### src/rtl/accel_spi_pkg.sv
// Shared definitions for the accelerometer SPI responder and its driver.
// Holds register addresses, frame bit positions, FSM states and sample bundle.
package accel_spi_pkg;

    localparam logic [5:0] ADDR_DEVID       = 6'h00;
    localparam logic [5:0] ADDR_BW_RATE     = 6'h2C;
    localparam logic [5:0] ADDR_POWER_CTL   = 6'h2D;
    localparam logic [5:0] ADDR_DATA_FORMAT = 6'h31;
    localparam logic [5:0] ADDR_DATAX0      = 6'h32;

    localparam int RW_BIT      = 7;
    localparam int MB_BIT      = 6;
    localparam int N_DATA_REGS = 6;

    typedef enum logic [1:0] {
        ST_IDLE,
        ST_ADDR,
        ST_DATA
    } spi_state_e;

    typedef struct packed {
        logic [15:0] x;
        logic [15:0] y;
        logic [15:0] z;
    } sample_t;

    // DEVID and the six sample registers never accept writes.
    function automatic logic is_read_only(input logic [5:0] a,
                                          input logic [5:0] base);
        logic hit;
        hit = (a == ADDR_DEVID);
        for (int i = 0; i < N_DATA_REGS; i++) begin
            if (a == base + 6'(i)) hit = 1'b1;
        end
        return hit;
    endfunction

endpackage

### src/rtl/spi_sync_edge.sv
// Multi-flop synchronizer with rise/fall detection on the synchronized value.
// Ports: clk_i, rst_ni (async low), d_i raw input; q_o synced, rise_o, fall_o.
module spi_sync_edge #(
    parameter int unsigned STAGES  = 2,
    parameter logic        RST_VAL = 1'b0
) (
    input  logic clk_i,
    input  logic rst_ni,
    input  logic d_i,
    output logic q_o,
    output logic rise_o,
    output logic fall_o
);

    logic [STAGES-1:0] sync_q;
    logic              prev_q;

    always_ff @(posedge clk_i or negedge rst_ni) begin
        if (!rst_ni) begin
            sync_q <= {STAGES{RST_VAL}};
            prev_q <= RST_VAL;
        end else begin
            sync_q <= {sync_q[STAGES-2:0], d_i};
            prev_q <= sync_q[STAGES-1];
        end
    end

    assign q_o    = sync_q[STAGES-1];
    assign rise_o = q_o & ~prev_q;
    assign fall_o = ~q_o & prev_q;

endmodule

### src/rtl/accel_spi_responder.sv
// SPI mode-3 responder emulating an accelerometer register map (64x8).
// Ports: sys_clock/reset, SPI pins SCL/MOSI/CS/MISO/miso_oe, sample_* in,
// config registers out, committed-write strobe bundle, frame_done pulse.
module accel_spi_responder
    import accel_spi_pkg::*;
#(
    parameter int unsigned SYNC_STAGES = 2,
    parameter logic [7:0]  DEVID       = 8'hE5,
    parameter logic [5:0]  DATA_BASE   = ADDR_DATAX0
) (
    input  logic               sys_clock,
    input  logic               reset,
    input  logic               SCL,
    input  logic               MOSI,
    input  logic               CS,
    output logic               MISO,
    output logic               miso_oe,
    input  logic signed [15:0] sample_x,
    input  logic signed [15:0] sample_y,
    input  logic signed [15:0] sample_z,
    input  logic               sample_valid,
    output logic [7:0]         bw_rate,
    output logic [7:0]         power_ctl,
    output logic [7:0]         data_format,
    output logic               wr_strobe,
    output logic [5:0]         wr_addr,
    output logic [7:0]         wr_data,
    output logic               frame_done
);

    logic scl_rise, scl_fall, scl_s;
    logic mosi_s, mosi_rise, mosi_fall;
    logic cs_s, cs_rise, cs_fall;
    logic unused_edges;

    // SCL idles high; CS resets "low" so a reset released mid-frame
    // cannot fabricate a CS fall and needs a real high-low transition.
    spi_sync_edge #(.STAGES(SYNC_STAGES), .RST_VAL(1'b1)) u_scl (
        .clk_i (sys_clock),
        .rst_ni(reset),
        .d_i   (SCL),
        .q_o   (scl_s),
        .rise_o(scl_rise),
        .fall_o(scl_fall)
    );

    spi_sync_edge #(.STAGES(SYNC_STAGES), .RST_VAL(1'b0)) u_mosi (
        .clk_i (sys_clock),
        .rst_ni(reset),
        .d_i   (MOSI),
        .q_o   (mosi_s),
        .rise_o(mosi_rise),
        .fall_o(mosi_fall)
    );

    spi_sync_edge #(.STAGES(SYNC_STAGES), .RST_VAL(1'b0)) u_cs (
        .clk_i (sys_clock),
        .rst_ni(reset),
        .d_i   (CS),
        .q_o   (cs_s),
        .rise_o(cs_rise),
        .fall_o(cs_fall)
    );

    assign unused_edges = &{1'b0, mosi_rise, mosi_fall, scl_s};

    spi_state_e state_q, state_d;
    logic [2:0] bit_cnt_q, bit_cnt_d;
    logic [6:0] shift_q, shift_d;
    logic [7:0] shift_nx;
    logic [5:0] addr_q, addr_d, addr_nx;
    logic       rw_q, rw_d, mb_q, mb_d;
    logic [7:0] tx_q, tx_d, rd_byte;
    logic       miso_q, miso_d, oe_q, oe_d;
    logic       seen_q, seen_d;
    logic       reg_we;
    logic       wr_stb_q, wr_stb_d;
    logic [5:0] wr_addr_q, wr_addr_d;
    logic [7:0] wr_data_q, wr_data_d;
    logic       done_q, done_d;
    sample_t    shadow_q, shadow_d, pend_q, pend_d, smp_in;
    logic       pend_v_q, pend_v_d;
    logic [7:0] regs_q [64];

    assign smp_in   = {sample_x, sample_y, sample_z};
    assign shift_nx = {shift_q, mosi_s};

    // Address of the byte to serve/commit after the current 8th rise.
    always_comb begin
        addr_nx = addr_q;
        if (state_q == ST_ADDR) addr_nx = shift_nx[5:0];
        else if (mb_q)          addr_nx = addr_q + 6'd1;
    end

    always_comb begin
        rd_byte = regs_q[addr_nx];
        if (addr_nx == ADDR_DEVID)               rd_byte = DEVID;
        else if (addr_nx == DATA_BASE)           rd_byte = shadow_q.x[7:0];
        else if (addr_nx == DATA_BASE + 6'd1)    rd_byte = shadow_q.x[15:8];
        else if (addr_nx == DATA_BASE + 6'd2)    rd_byte = shadow_q.y[7:0];
        else if (addr_nx == DATA_BASE + 6'd3)    rd_byte = shadow_q.y[15:8];
        else if (addr_nx == DATA_BASE + 6'd4)    rd_byte = shadow_q.z[7:0];
        else if (addr_nx == DATA_BASE + 6'd5)    rd_byte = shadow_q.z[15:8];
    end

    always_comb begin
        state_d   = state_q;
        bit_cnt_d = bit_cnt_q;
        shift_d   = shift_q;
        addr_d    = addr_q;
        rw_d      = rw_q;
        mb_d      = mb_q;
        tx_d      = tx_q;
        miso_d    = miso_q;
        oe_d      = oe_q;
        seen_d    = seen_q;
        reg_we    = 1'b0;
        wr_stb_d  = 1'b0;
        wr_addr_d = wr_addr_q;
        wr_data_d = wr_data_q;
        done_d    = 1'b0;

        if (cs_s) begin
            state_d   = ST_IDLE;
            bit_cnt_d = 3'd0;
            miso_d    = 1'b0;
            oe_d      = 1'b0;
            seen_d    = 1'b0;
            done_d    = cs_rise & seen_q;
        end else begin
            unique case (state_q)
                ST_IDLE: begin
                    if (cs_fall) begin
                        state_d   = ST_ADDR;
                        bit_cnt_d = 3'd0;
                    end
                end
                ST_ADDR: begin
                    if (scl_rise) begin
                        shift_d   = shift_nx[6:0];
                        bit_cnt_d = bit_cnt_q + 3'd1;
                        if (bit_cnt_q == 3'd7) begin
                            state_d = ST_DATA;
                            rw_d    = shift_nx[RW_BIT];
                            mb_d    = shift_nx[MB_BIT];
                            addr_d  = addr_nx;
                            seen_d  = 1'b1;
                            if (shift_nx[RW_BIT]) begin
                                tx_d = rd_byte;
                                oe_d = 1'b1;
                            end
                        end
                    end
                end
                ST_DATA: begin
                    if (scl_rise) begin
                        shift_d   = shift_nx[6:0];
                        bit_cnt_d = bit_cnt_q + 3'd1;
                        if (bit_cnt_q == 3'd7) begin
                            addr_d = addr_nx;
                            if (rw_q) begin
                                tx_d = rd_byte;
                            end else if (!is_read_only(addr_q, DATA_BASE)) begin
                                reg_we    = 1'b1;
                                wr_stb_d  = 1'b1;
                                wr_addr_d = addr_q;
                                wr_data_d = shift_nx;
                            end
                        end
                    end
                    if (scl_fall && rw_q) begin
                        miso_d = tx_q[7];
                        tx_d   = {tx_q[6:0], 1'b0};
                    end
                end
                default: state_d = ST_IDLE;
            endcase
        end
    end

    // Shadow only moves while CS is high so a burst never mixes samples.
    always_comb begin
        shadow_d = shadow_q;
        pend_d   = pend_q;
        pend_v_d = pend_v_q;
        if (cs_rise && pend_v_q) begin
            shadow_d = pend_q;
            pend_v_d = 1'b0;
        end
        if (sample_valid) begin
            if (cs_s) begin
                shadow_d = smp_in;
                pend_v_d = 1'b0;
            end else begin
                pend_d   = smp_in;
                pend_v_d = 1'b1;
            end
        end
    end

    always_ff @(posedge sys_clock or negedge reset) begin
        if (!reset) begin
            state_q   <= ST_IDLE;
            bit_cnt_q <= 3'd0;
            shift_q   <= 7'd0;
            addr_q    <= 6'd0;
            rw_q      <= 1'b0;
            mb_q      <= 1'b0;
            tx_q      <= 8'd0;
            miso_q    <= 1'b0;
            oe_q      <= 1'b0;
            seen_q    <= 1'b0;
            wr_stb_q  <= 1'b0;
            wr_addr_q <= 6'd0;
            wr_data_q <= 8'd0;
            done_q    <= 1'b0;
            shadow_q  <= '0;
            pend_q    <= '0;
            pend_v_q  <= 1'b0;
        end else begin
            state_q   <= state_d;
            bit_cnt_q <= bit_cnt_d;
            shift_q   <= shift_d;
            addr_q    <= addr_d;
            rw_q      <= rw_d;
            mb_q      <= mb_d;
            tx_q      <= tx_d;
            miso_q    <= miso_d;
            oe_q      <= oe_d;
            seen_q    <= seen_d;
            wr_stb_q  <= wr_stb_d;
            wr_addr_q <= wr_addr_d;
            wr_data_q <= wr_data_d;
            done_q    <= done_d;
            shadow_q  <= shadow_d;
            pend_q    <= pend_d;
            pend_v_q  <= pend_v_d;
        end
    end

    always_ff @(posedge sys_clock or negedge reset) begin
        if (!reset) begin
            for (int i = 0; i < 64; i++) regs_q[i] <= 8'd0;
        end else if (reg_we) begin
            regs_q[addr_q] <= shift_nx;
        end
    end

    assign MISO        = miso_q;
    assign miso_oe     = oe_q;
    assign bw_rate     = regs_q[ADDR_BW_RATE];
    assign power_ctl   = regs_q[ADDR_POWER_CTL];
    assign data_format = regs_q[ADDR_DATA_FORMAT];
    assign wr_strobe   = wr_stb_q;
    assign wr_addr     = wr_addr_q;
    assign wr_data     = wr_data_q;
    assign frame_done  = done_q;

endmodule

### config.mk
export PLATFORM = sky130hd
export DESIGN_NAME = accel_spi_responder
export DESIGN_NICKNAME = d
export VERILOG_FILES = /design/src/rtl/accel_spi_pkg.sv /design/src/rtl/spi_sync_edge.sv /design/src/rtl/accel_spi_responder.sv
export SDC_FILE = /design/constraint.sdc
export NUM_CORES = 1
export LEC_CHECK = 0
export ABC_CLOCK_PERIOD_IN_PS = 5700
export BUFFER_PORTS_ARGS = -buffer_cell sky130_fd_sc_hd__clkbuf_2
export CORE_MARGIN = 3
export CORE_UTILIZATION = 45
export CTS_BUF_LIST = sky130_fd_sc_hd__clkbuf_4
export DETAILED_ROUTE_END_ITERATION = 10
export SETUP_SLACK_MARGIN = 0.2
export SKIP_CTS_REPAIR_TIMING = 1
export SLEW_MARGIN = 20
export SYNTH_ARGS = -nofsm -noshare
export SYNTH_HDL_FRONTEND = slang
export SYNTH_SLANG_ARGS = --single-unit
### constraint.sdc
create_clock -name sys_clock -period 5.7 [get_ports sys_clock]
set_input_delay 1.14 -clock sys_clock [delete_from_list [all_inputs] [get_ports sys_clock]]
set_output_delay 1.14 -clock sys_clock [all_outputs]
set_load 0.05 [all_outputs]
# After elaboration in Yosys (flattened, before gate mapping)
# Cells that the tools add are included.
# op_classes
n_eq_ne	26
mux	68
reduce_logical	27
n_bitwise	13
n_lt_le_gt_ge	3
add_sub_neg	2
# ops
operator	n
$bwmux 512	1
$mux 48	3
$mux 8	17
$eq 6x6->1 const B	12
$bmux 8 s6	1
$demux 8 s6	1
$mux 1	33
$pmux 8 s2	1
$reduce_and 4->1	4
$reduce_bool 2->1	8
$ge 7x7->1 const B	2
$not 6->7	2
$logic_not 6->1	2
$mux 6	2
$mux 3	3
$ne 3x3->1 const B	3
$reduce_and 3->1	3
$mux 2	4
$reduce_and 8->1	1
$lt 7x1->1 const B	1
$add 6x1->6 const B	1
$ne 3x1->1 const B	2
$ne 3x2->1 const B	2
$not 1->1	6
other kinds (15)	24
# totals
out_inout_bits	42
ff_bits	664
inputBits	54
word_cells	229

# Depth between registers and ports, before layout
# Gate-level depths: netlist of run 1.
# depth
word_depth	19
mapped_depth	17
depth_no_buf	11

# Cells and area by module
# Synthesis of run 1 repeated with hierarchy kept, for this count alone.
# hier_totals
cells_unflattened	2566
hier_area_um2	31246.2
# by_module_without_submodules
module	area_per_inst_um2	instances	cells_per_inst	seq_area_each_um2
accel_spi_responder	30972.2	1	2551	16215.6
spi_sync_edge at u_cs ...	90.1	2	5	75.1
spi_sync_edge at u_scl	93.8	1	5	78.8

# Least setup slack after synthesis of run 1
# No wires, ideal clock.
# synth_path
path_kind	register to register
startpoint	register addr_q[1]
endpoint	register tx_q[0]
path_buffers	3
required_ps	5568
setup_ps	132
path_stages_with_launch	14
period_less_slack_ps	3108
arrival_ps	2976
slack_ps	2592
cell_sequence	dfrtp_1 -> buf_4 -> inv_1 -> ha_1 -> mux2i_1 -> o21ai_1 -> buf_4 -> buf_4 -> mux4_2 -> a22oi_1 -> a21oi_1 -> or4_1 -> o211ai_1 -> a21oi_1
# synth_between
elab_chain_cells	19
word_cells_on_any_way	29
classes_between	1 x add/sub; 6 x eq/ne; 20 x mux; 1 x bitwise; 1 x reduce/logical
# synth_rtl
item	line	source
from (decl)	accel_spi_responder.sv:71	logic [5:0] addr_q, addr_d, addr_nx;
from (signal assigned)	accel_spi_responder.sv:224	addr_q <= addr_d;
$add 6x1->6	accel_spi_responder.sv:92	else if (mb_q) addr_nx = addr_q + 6'd1;
$mux 6 (*)	accel_spi_responder.sv:92	
$mux 6 (*)	accel_spi_responder.sv:91	if (state_q == ST_ADDR) addr_nx = shift_nx[5:0];
$not 6->7 (not written as such)	accel_spi_responder.sv:96	rd_byte = regs_q[addr_nx];
$bmux 8 s6	accel_spi_responder.sv:96	
$mux 8 (not written as such) (2 in series)	accel_spi_responder.sv:96	
$mux 8	accel_spi_responder.sv:103	else if (addr_nx == DATA_BASE + 6'd5) rd_byte = shadow_q.z[15:8];
$mux 8	accel_spi_responder.sv:102	else if (addr_nx == DATA_BASE + 6'd4) rd_byte = shadow_q.z[7:0];
[... 2 more ...]	n/a	
$mux 8	accel_spi_responder.sv:99	else if (addr_nx == DATA_BASE + 6'd1) rd_byte = shadow_q.x[15:8];
$mux 8	accel_spi_responder.sv:98	else if (addr_nx == DATA_BASE) rd_byte = shadow_q.x[7:0];
$mux 8 (*)	accel_spi_responder.sv:97	if (addr_nx == ADDR_DEVID) rd_byte = DEVID;
$mux 8	accel_spi_responder.sv:161	if (rw_q) begin
$mux 8	accel_spi_responder.sv:159	if (bit_cnt_q == 3'd7) begin
$mux 8	accel_spi_responder.sv:156	if (scl_rise) begin
$mux 8	accel_spi_responder.sv:171	if (scl_fall && rw_q) begin
$pmux 8 s2 (*)	accel_spi_responder.sv:131	unique case (state_q)
to (signal assigned)	accel_spi_responder.sv:227	tx_q <= tx_d;
to (decl)	accel_spi_responder.sv:73	logic [7:0] tx_q, tx_d, rd_byte;
# Every way passes the cells marked *; elsewhere a longest branch is shown, timed or not. The select of a mux whose other input is x is not followed.
# A chain may end at the register's enable or synchronous reset.

# Final worst setup path of run 1
# layout_path
startpoint	register state_q[1]
endpoint	register tx_q[1]
# layout_between
elab_chain_cells	18
word_cells_on_any_way	37
classes_between	14 x eq/ne; 19 x mux; 1 x bitwise; 3 x reduce/logical
# layout_rtl
item	line	source
from (decl)	accel_spi_responder.sv:67	spi_state_e state_q, state_d;
from (signal assigned)	accel_spi_responder.sv:221	state_q <= state_d;
$eq 2x1->1	accel_spi_responder.sv:91, accel_spi_responder.sv:131	
$mux 6	accel_spi_responder.sv:91	
$not 6->7 (not written as such)	accel_spi_responder.sv:96	
$bmux 8 s6	accel_spi_responder.sv:96	
$mux 8 (not written as such) (2 in series)	accel_spi_responder.sv:96	
$mux 8	accel_spi_responder.sv:103	
$mux 8	accel_spi_responder.sv:102	
$mux 8	accel_spi_responder.sv:101	else if (addr_nx == DATA_BASE + 6'd3) rd_byte = shadow_q.y[15:8];
$mux 8	accel_spi_responder.sv:100	else if (addr_nx == DATA_BASE + 6'd2) rd_byte = shadow_q.y[7:0];
$mux 8	accel_spi_responder.sv:99	
$mux 8	accel_spi_responder.sv:98	
$mux 8	accel_spi_responder.sv:97	
$mux 8	accel_spi_responder.sv:161	
$mux 8	accel_spi_responder.sv:159	
$mux 8	accel_spi_responder.sv:156	
$mux 8	accel_spi_responder.sv:171	
$pmux 8 s2	accel_spi_responder.sv:131	
# Several ways; a longest one is shown, not always the timed one. The select of a mux whose other input is x is not followed.

==> results.sh, run 1 <==
export IMPL_root_buffer="clkbuf_4"
export IMPL_setup_tns_final_ns=0
export IMPL_vdd_drop_max_v=0.000229
export IMPL_synth_area_leaders="dfrtp_1 53%, mux2_2 20%, mux4_2 5.5%"
export IMPL_dieArea_um2=72800
export IMPL_fin_cells=3578
export IMPL_vias_per_cell=5.87
export IMPL_h_tree_depth=4
export IMPL_critical_path_required_ns=6.56
export IMPL_rows=96
export IMPL_drtIter0Drc=1791
export IMPL_grtUsageTotal=0.256
export IMPL_setup_viol=0
export IMPL_reg2regPathDepth=12
export IMPL_worst_ep_arrival_time_ns=5.71
export IMPL_synthesis_area_um2=31300
export IMPL_core_area_um2=68700
export IMPL_r2r_setup_slack_ns=0.85
export IMPL_finClkSkew_ns=0.0446
export IMPL_fillers=6090
export IMPL_start_util=0.456
export IMPL_synth_largest_area_cell="dfrtp_1"
export IMPL_drv_slew=0
export IMPL_maxSlewHeadroom=0.286
export IMPL_synth_cell_types=78
export IMPL_r2r_start="state_q[1]"
export IMPL_ys_ff_latch=663
export IMPL_avgSynthCellArea_um2=13.1
export IMPL_worstSkewPairLatency_ns=1.00
export IMPL_antenna_found_initial=1
export IMPL_synth_cells=2383
export IMPL_r2r_end="tx_q[1]"
export IMPL_place_congestion=0.892
export IMPL_routedWlPerCell_um=25.8
export IMPL_numPortBuffers=95
export IMPL_grt_pass1_vias=22100
export IMPL_power_density_nw_per_um2=297
export IMPL_synthFlopType="dfrtp_1"
export IMPL_io_pin_count=96
export IMPL_tightest_slew_ns=1.07
export IMPL_yosysWarnings=0
export IMPL_grt_max_degree=152
export IMPL_clock_sinks=663
export IMPL_multi_input_area_um2=13700
export IMPL_die_h_um=270
export IMPL_leakage_nw=16.9
export IMPL_syn2layout_area_growth_pct=10.8
export IMPL_synth_edf_count=0
export IMPL_grt_pass1_wl_um=141000
export IMPL_grt_overflow=0
export IMPL_synthArstFlopShare=1.00
export IMPL_synth_top_cell_area_share=0.527
export IMPL_path_max_fanout=26
export IMPL_worst_setup_path_start_kind="flip-flop"
export IMPL_hpwl_um=59600
export IMPL_dr_total_vias=21000
export IMPL_cts_tree="built"
export IMPL_end_kind="flip-flop"
export IMPL_synth_most_common_cell="dfrtp_1"
export IMPL_ys_seq_area_frac=0.530
export IMPL_path_class="reg2reg"
export IMPL_fmax_mhz=206
export IMPL_period_share=0.851
export IMPL_synth_commonest_cells="660 x dfrtp_1, 563 x mux2_2, 244 x nand2_1, 89 x mux2i_1, 86 x clkbuf_1"
export IMPL_maxCapViolations=0
export IMPL_drcViolationCount=0
export IMPL_cts_buffers=179
export IMPL_clockBufferDepth=3
export IMPL_nNetsFinal=2573
export IMPL_seq_area_um2=16600
export IMPL_ant_nets=0
export IMPL_drive_gt1_frac=0.433
export IMPL_synthesis_nets=2448
export IMPL_clk_pin_slew_ns=0.07
export IMPL_drt_wl_total_um=92500
export IMPL_placed_cells=3258
export IMPL_hold_path_class="in2async"
export IMPL_hold_viol_final=0
export IMPL_dieWidth_um=270
export IMPL_rsz0062_at_grt="no"
export IMPL_min_period_ns=4.85
export IMPL_status="complete, no violations"
export IMPL_drt_pass1_iter_count=5
==> how the worst max path moves through the flow <==
stage,startpoint,end,cells after the start
after floorplan,addr_q[1],tx_q[0],13
after global placement,state_q[1],tx_q[1],12
after detailed placement,state_q[1],tx_q[1],12
after CTS,state_q[1],tx_q[1],12
after global routing,state_q[1],tx_q[1],12
final,state_q[1],tx_q[1],12
==> power by group <==
group	switching, W	leakage [nW]	internal, W	total [W]
combinational	0.000813	6.51	0.000316	0.00113
sequential	0.000107	9.02	0.00485	0.00496
clock	0.00200	1.35	0.00221	0.00421
==> placed cells by master, fill, tap and decap left out, types with 6 or more instances in the layout <==
cell type  Yosys  final
nand3_1       67     67
clkinv_2       0      7
clkbuf_4       0    265
mux2_1        21     21
a311oi_1       6      6
nor2b_1        9      8
nand4_1       16     16
o22ai_1       13     13
mux4_1        14     14
inv_1         12     12
o211ai_1       9      9
mux4_2        76     76
nor2_1        55     55
clkbuf_2       0     94
dfrtp_1      660    652
and3_1         8      8
clkinv_1       0     37
a211oi_1       9      9
buf_12         0      7
a22oi_1        9      9
a221oi_1       8      7
ha_1          11     11
a31oi_1        9      9
mux2i_1       89     89
nor3_1        21     20
nand2_2       48     49
a21oi_1       50     50
dfrtp_2        0      7
buf_4         45     34
and2_1        10      9
mux2_2       563    563
nand2_1      244    243
o21ai_0       67     67
nor3_4         6      7
==> layer usage <==
layer | wire length, µm | global-route usage | up-vias | part of all wire
met2 | 42600 | 0.396 | 771 | 0.46
li1 | - | - | 8984 | -
met1 | 39900 | 0.349 | 11100 | 0.43
met3 | 6630 | 0.0607 | 184 | 0.072
met5 | 0 | 0 | - | 0
met4 | 3330 | 0.106 | 0 | 0.036
==> cell type report <==
class / instances / area share
Antenna cell: 2 / 0.000144
Clock buffer: 265 / 0.0574
Clock inverter: 53 / 0.00783
Inverter: 13 / 0.00141
Multi-Input combinational cell: 1515 / 0.395
Sequential cell: 663 / 0.479
Tap cell: 931 / 0.0336
Timing Repair Buffer: 136 / 0.0254
==> per-stage QoR <==
stage	setup WS [ns]	power [W]	area, µm²	hold WS [ns]	util
after CTS	0.947	0.0104	34700	0.102	0.505
after global placement	1.03	0.00615	32400	0.334	0.472
after floorplan	2.59	0.00568	31300	0.331	-
final	0.848	0.0103	34700	0.220	0.505
after global routing	0.614	0.0108	34700	0.148	0.505
after detailed placement	0.975	0.00618	32400	0.339	0.472
==> state kept, by name, summed over array words and instances (netlist names), 2 cells and up <==
signal and count:
bit_cnt_q 3, shadow_q 48, regs_q 487, wr_data 8, data_format 8, u_scl.sync_q 2
addr_q 6, shift_q 7, u_cs.sync_q 2, tx_q 8, power_ctl 8, pend_q 48
state_q 2, u_mosi.sync_q 2, wr_addr 6, bw_rate 8
==> worst max-delay path: stages, from the launching register on <==
cell	delay, ns
dfrtp_1	0.41
inv_1	0.13
ha_1	0.33
buf_4	0.36
and4bb_2	0.31
a221o_2	0.61
nand3_1	0.44
or3_1	0.36
nor3_1	0.11
a311oi_1	0.69
o311ai_0	0.29
a211oi_1	0.59
nor3_1	0.08
==> cells by family after synthesis <==
kind of cell | share of synthesized area
buffers and inverters | 0.0342
adder cells (fa/ha/maj) | 0.00440
multiplexers | 0.305
flip-flops | 0.530
XOR/XNOR | 0.000560
AO/OA/AOI/OAI | 0.0484
AND/OR/NAND/NOR | 0.0775
Note: power is estimated with default switching activity, not from simulation.
==> run 2: changes to the inputs <==
- RECOVER_POWER: unset -> 25
==> run 2 against run 1 <==
  * The run now ends with max-capacitance violations, max-slew violations left
  * Utilization hardly changed
  * Global-route usage unchanged
  * Non-clock buffer count stayed put
  * Sequential power about the same
  * Routed wire length about the same
  * Critical endpoint unchanged
  * Highest routed layer unchanged
==> results.sh, run 2 (synthesized netlist as in run 1, its figures left out) <==
export IMPL_dr_total_vias=20900
export IMPL_min_period_ns=4.87
export IMPL_intPower_w=0.00738
export IMPL_drive_gt1_frac=0.432
export IMPL_vias_per_cell=5.84
export IMPL_worstSkewPairLatency_ns=1.00
export IMPL_routedWlPerCell_um=25.8
export IMPL_period_share=0.855
export IMPL_final_cell_mix="652 x dfrtp_1, 563 x mux2_2, 266 x clkbuf_4"
export IMPL_place_congestion=0.892
export IMPL_io_pin_count=96
export IMPL_clk_pin_slew_ns=0.07
export IMPL_leakage_nw=16.9
export IMPL_hold_viol_final=0
export IMPL_die_h_um=270
export IMPL_utilization=0.504
export IMPL_dieArea_um2=72800
export IMPL_drcViolationCount=0
export IMPL_maxCapViolations=3
export IMPL_drv_slew=278
export IMPL_path_max_fanout=26
export IMPL_status="complete, but fails checks"
export IMPL_grt_overflow=0
export IMPL_worst_setup_path_start_kind="flip-flop"
export IMPL_maxSlewHeadroom=-0.838
export IMPL_tightest_slew_ns=2.76
export IMPL_whs_ns=0.230
export IMPL_root_buffer="clkbuf_4"
export IMPL_drt_wl_total_um=92400
export IMPL_r2r_setup_slack_ns=0.83
export IMPL_largest_register="regs_q"
export IMPL_grt_pass1_vias=22100
export IMPL_r2r_end="tx_q[1]"
export IMPL_setup_tns_final_ns=0
export IMPL_layout_commonest_cell="dfrtp_1"
export IMPL_power_density_nw_per_um2=297
export IMPL_hpwl_um=59600
export IMPL_path_class="reg2reg"
export IMPL_worst_ep_arrival_time_ns=5.74
export IMPL_nNetsFinal=2573
export IMPL_fin_cells=3578
export IMPL_crit_path_start="state_q[1]"
export IMPL_clockBufferDepth=3
export IMPL_vdd_drop_max_v=0.000227
export IMPL_crit_path_end="tx_q[1]"
export IMPL_fmax_mhz=205
export IMPL_power_frac_clock=0.409
export IMPL_grt_pass1_wl_um=141000
export IMPL_core_area_um2=68700
export IMPL_clock_sinks=663
export IMPL_largest_reg_flops=487
export IMPL_placed_cells=3258
export IMPL_crit_top_cell="nor3_1"
export IMPL_reg_largest_list="regs_q (487), pend_q (48), shadow_q (48)"
export IMPL_worstPathCellList="inv_1 -> ha_1 -> buf_4 -> and4bb_2 -> a221o_2 -> nand3_1 -> or3_1 -> nor3_1 -> a311oi_1 -> o311ai_0 -> a211oi_1 -> nor3_1"
export IMPL_syn2layout_area_growth_pct=10.7
export IMPL_numPortBuffers=95
export IMPL_r2r_start="state_q[1]"
export IMPL_p_sw_frac=0.283
export IMPL_dieWidth_um=270
export IMPL_finClkSkew_ns=0.0441
export IMPL_cts_tree="built"
export IMPL_rsz0062_at_grt="no"
export IMPL_end_kind="flip-flop"
export IMPL_start_util=0.456
export IMPL_critical_path_required_ns=6.56
export IMPL_cts_buffers=179
export IMPL_h_tree_depth=4
export IMPL_share_comb_of_total_power=0.109
export IMPL_antenna_found_initial=1
export IMPL_drt_pass1_iter_count=6
export IMPL_grtUsageTotal=0.256
export IMPL_seqPwrFrac=0.482
export IMPL_hold_path_class="in2reg"
export IMPL_rows=96
export IMPL_ant_nets=0
export IMPL_cpPeakStageDelay_ns=0.71
export IMPL_grt_max_degree=152
export IMPL_drtIter0Drc=1590
export IMPL_violations="max-capacitance violations, max-slew violations"
export IMPL_setup_viol=0
export IMPL_power_switching_w=0.00292
export IMPL_reg2regPathDepth=12
export IMPL_slowest_stage="a311oi_1"
[run 2: cell types whose count changed in the layout (fill, tap and decap cells not counted)]
cell and delta:
nor2_2 -1, buf_4 -1, buf_12 -1, clkbuf_4 +1, buf_8 -1, clkbuf_2 +1, clkbuf_1 +1, dfstp_1 +1
dfstp_2 -1, nor2_1 +1
[run 2: per-layer routing]
metal | GRT usage | wire length (µm)
met3 | 0.0607 | 6280
met5 | 0 | 0
met4 | 0.106 | 3350
met2 | 0.396 | 42600
met1 | 0.349 | 40200
[run 2: power by group through the flow]
stage               clock (W)  combinational [W]  sequential (W)
global placement            0            0.00111         0.00504
detailed placement          0            0.00113         0.00505
finish                0.00421            0.00113         0.00496
global route          0.00459            0.00121         0.00497
CTS                   0.00433            0.00113         0.00496
floorplan                   0           0.000676         0.00500
[run 2: area by class of cell]
type                       count  area [µm²]
inverter                      13        48.8
timing repair buffer         136         855
multi-input combinational   1515       13700
antenna                        2        5.00
clock buffer                 265        1990
clock inverter                53         272
tap                          931        1160
fill                        6092       34100
sequential                   663       16600
[run 2: stage by stage]
stage,area (µm²),setup WS (ns),power (W)
after floorplan,31300,2.59,0.00568
after global routing,34700,0.567,0.0108
after CTS,34700,0.947,0.0104
after global placement,32400,1.03,0.00615
final,34700,0.828,0.0103
after detailed placement,32400,0.975,0.00618
[run 2: worst max-delay path, delay by kind of cell, from the launching register on]
kind / cells / cell delay, ns
AO/OA/AOI/OAI: 4 / 2.19
buffers and inverters: 2 / 0.49
adder cells (fa/ha/maj): 1 / 0.33
flip-flops: 1 / 0.41
AND/OR/NAND/NOR: 5 / 1.29
[run 2: worst min-delay path by stage]
stage               slack [ns]               end  cells after the start             start
finish                    0.23   u_scl.sync_q[0]                      1               SCL
global route              0.15   u_scl.sync_q[0]                      1               SCL
global placement          0.33  u_mosi.sync_q[1]                      0  u_mosi.sync_q[0]
CTS                       0.10   u_scl.sync_q[0]                      1               SCL
detailed placement        0.34    u_cs.sync_q[1]                      0    u_cs.sync_q[0]
floorplan                 0.33    u_cs.sync_q[1]                      0    u_cs.sync_q[0]
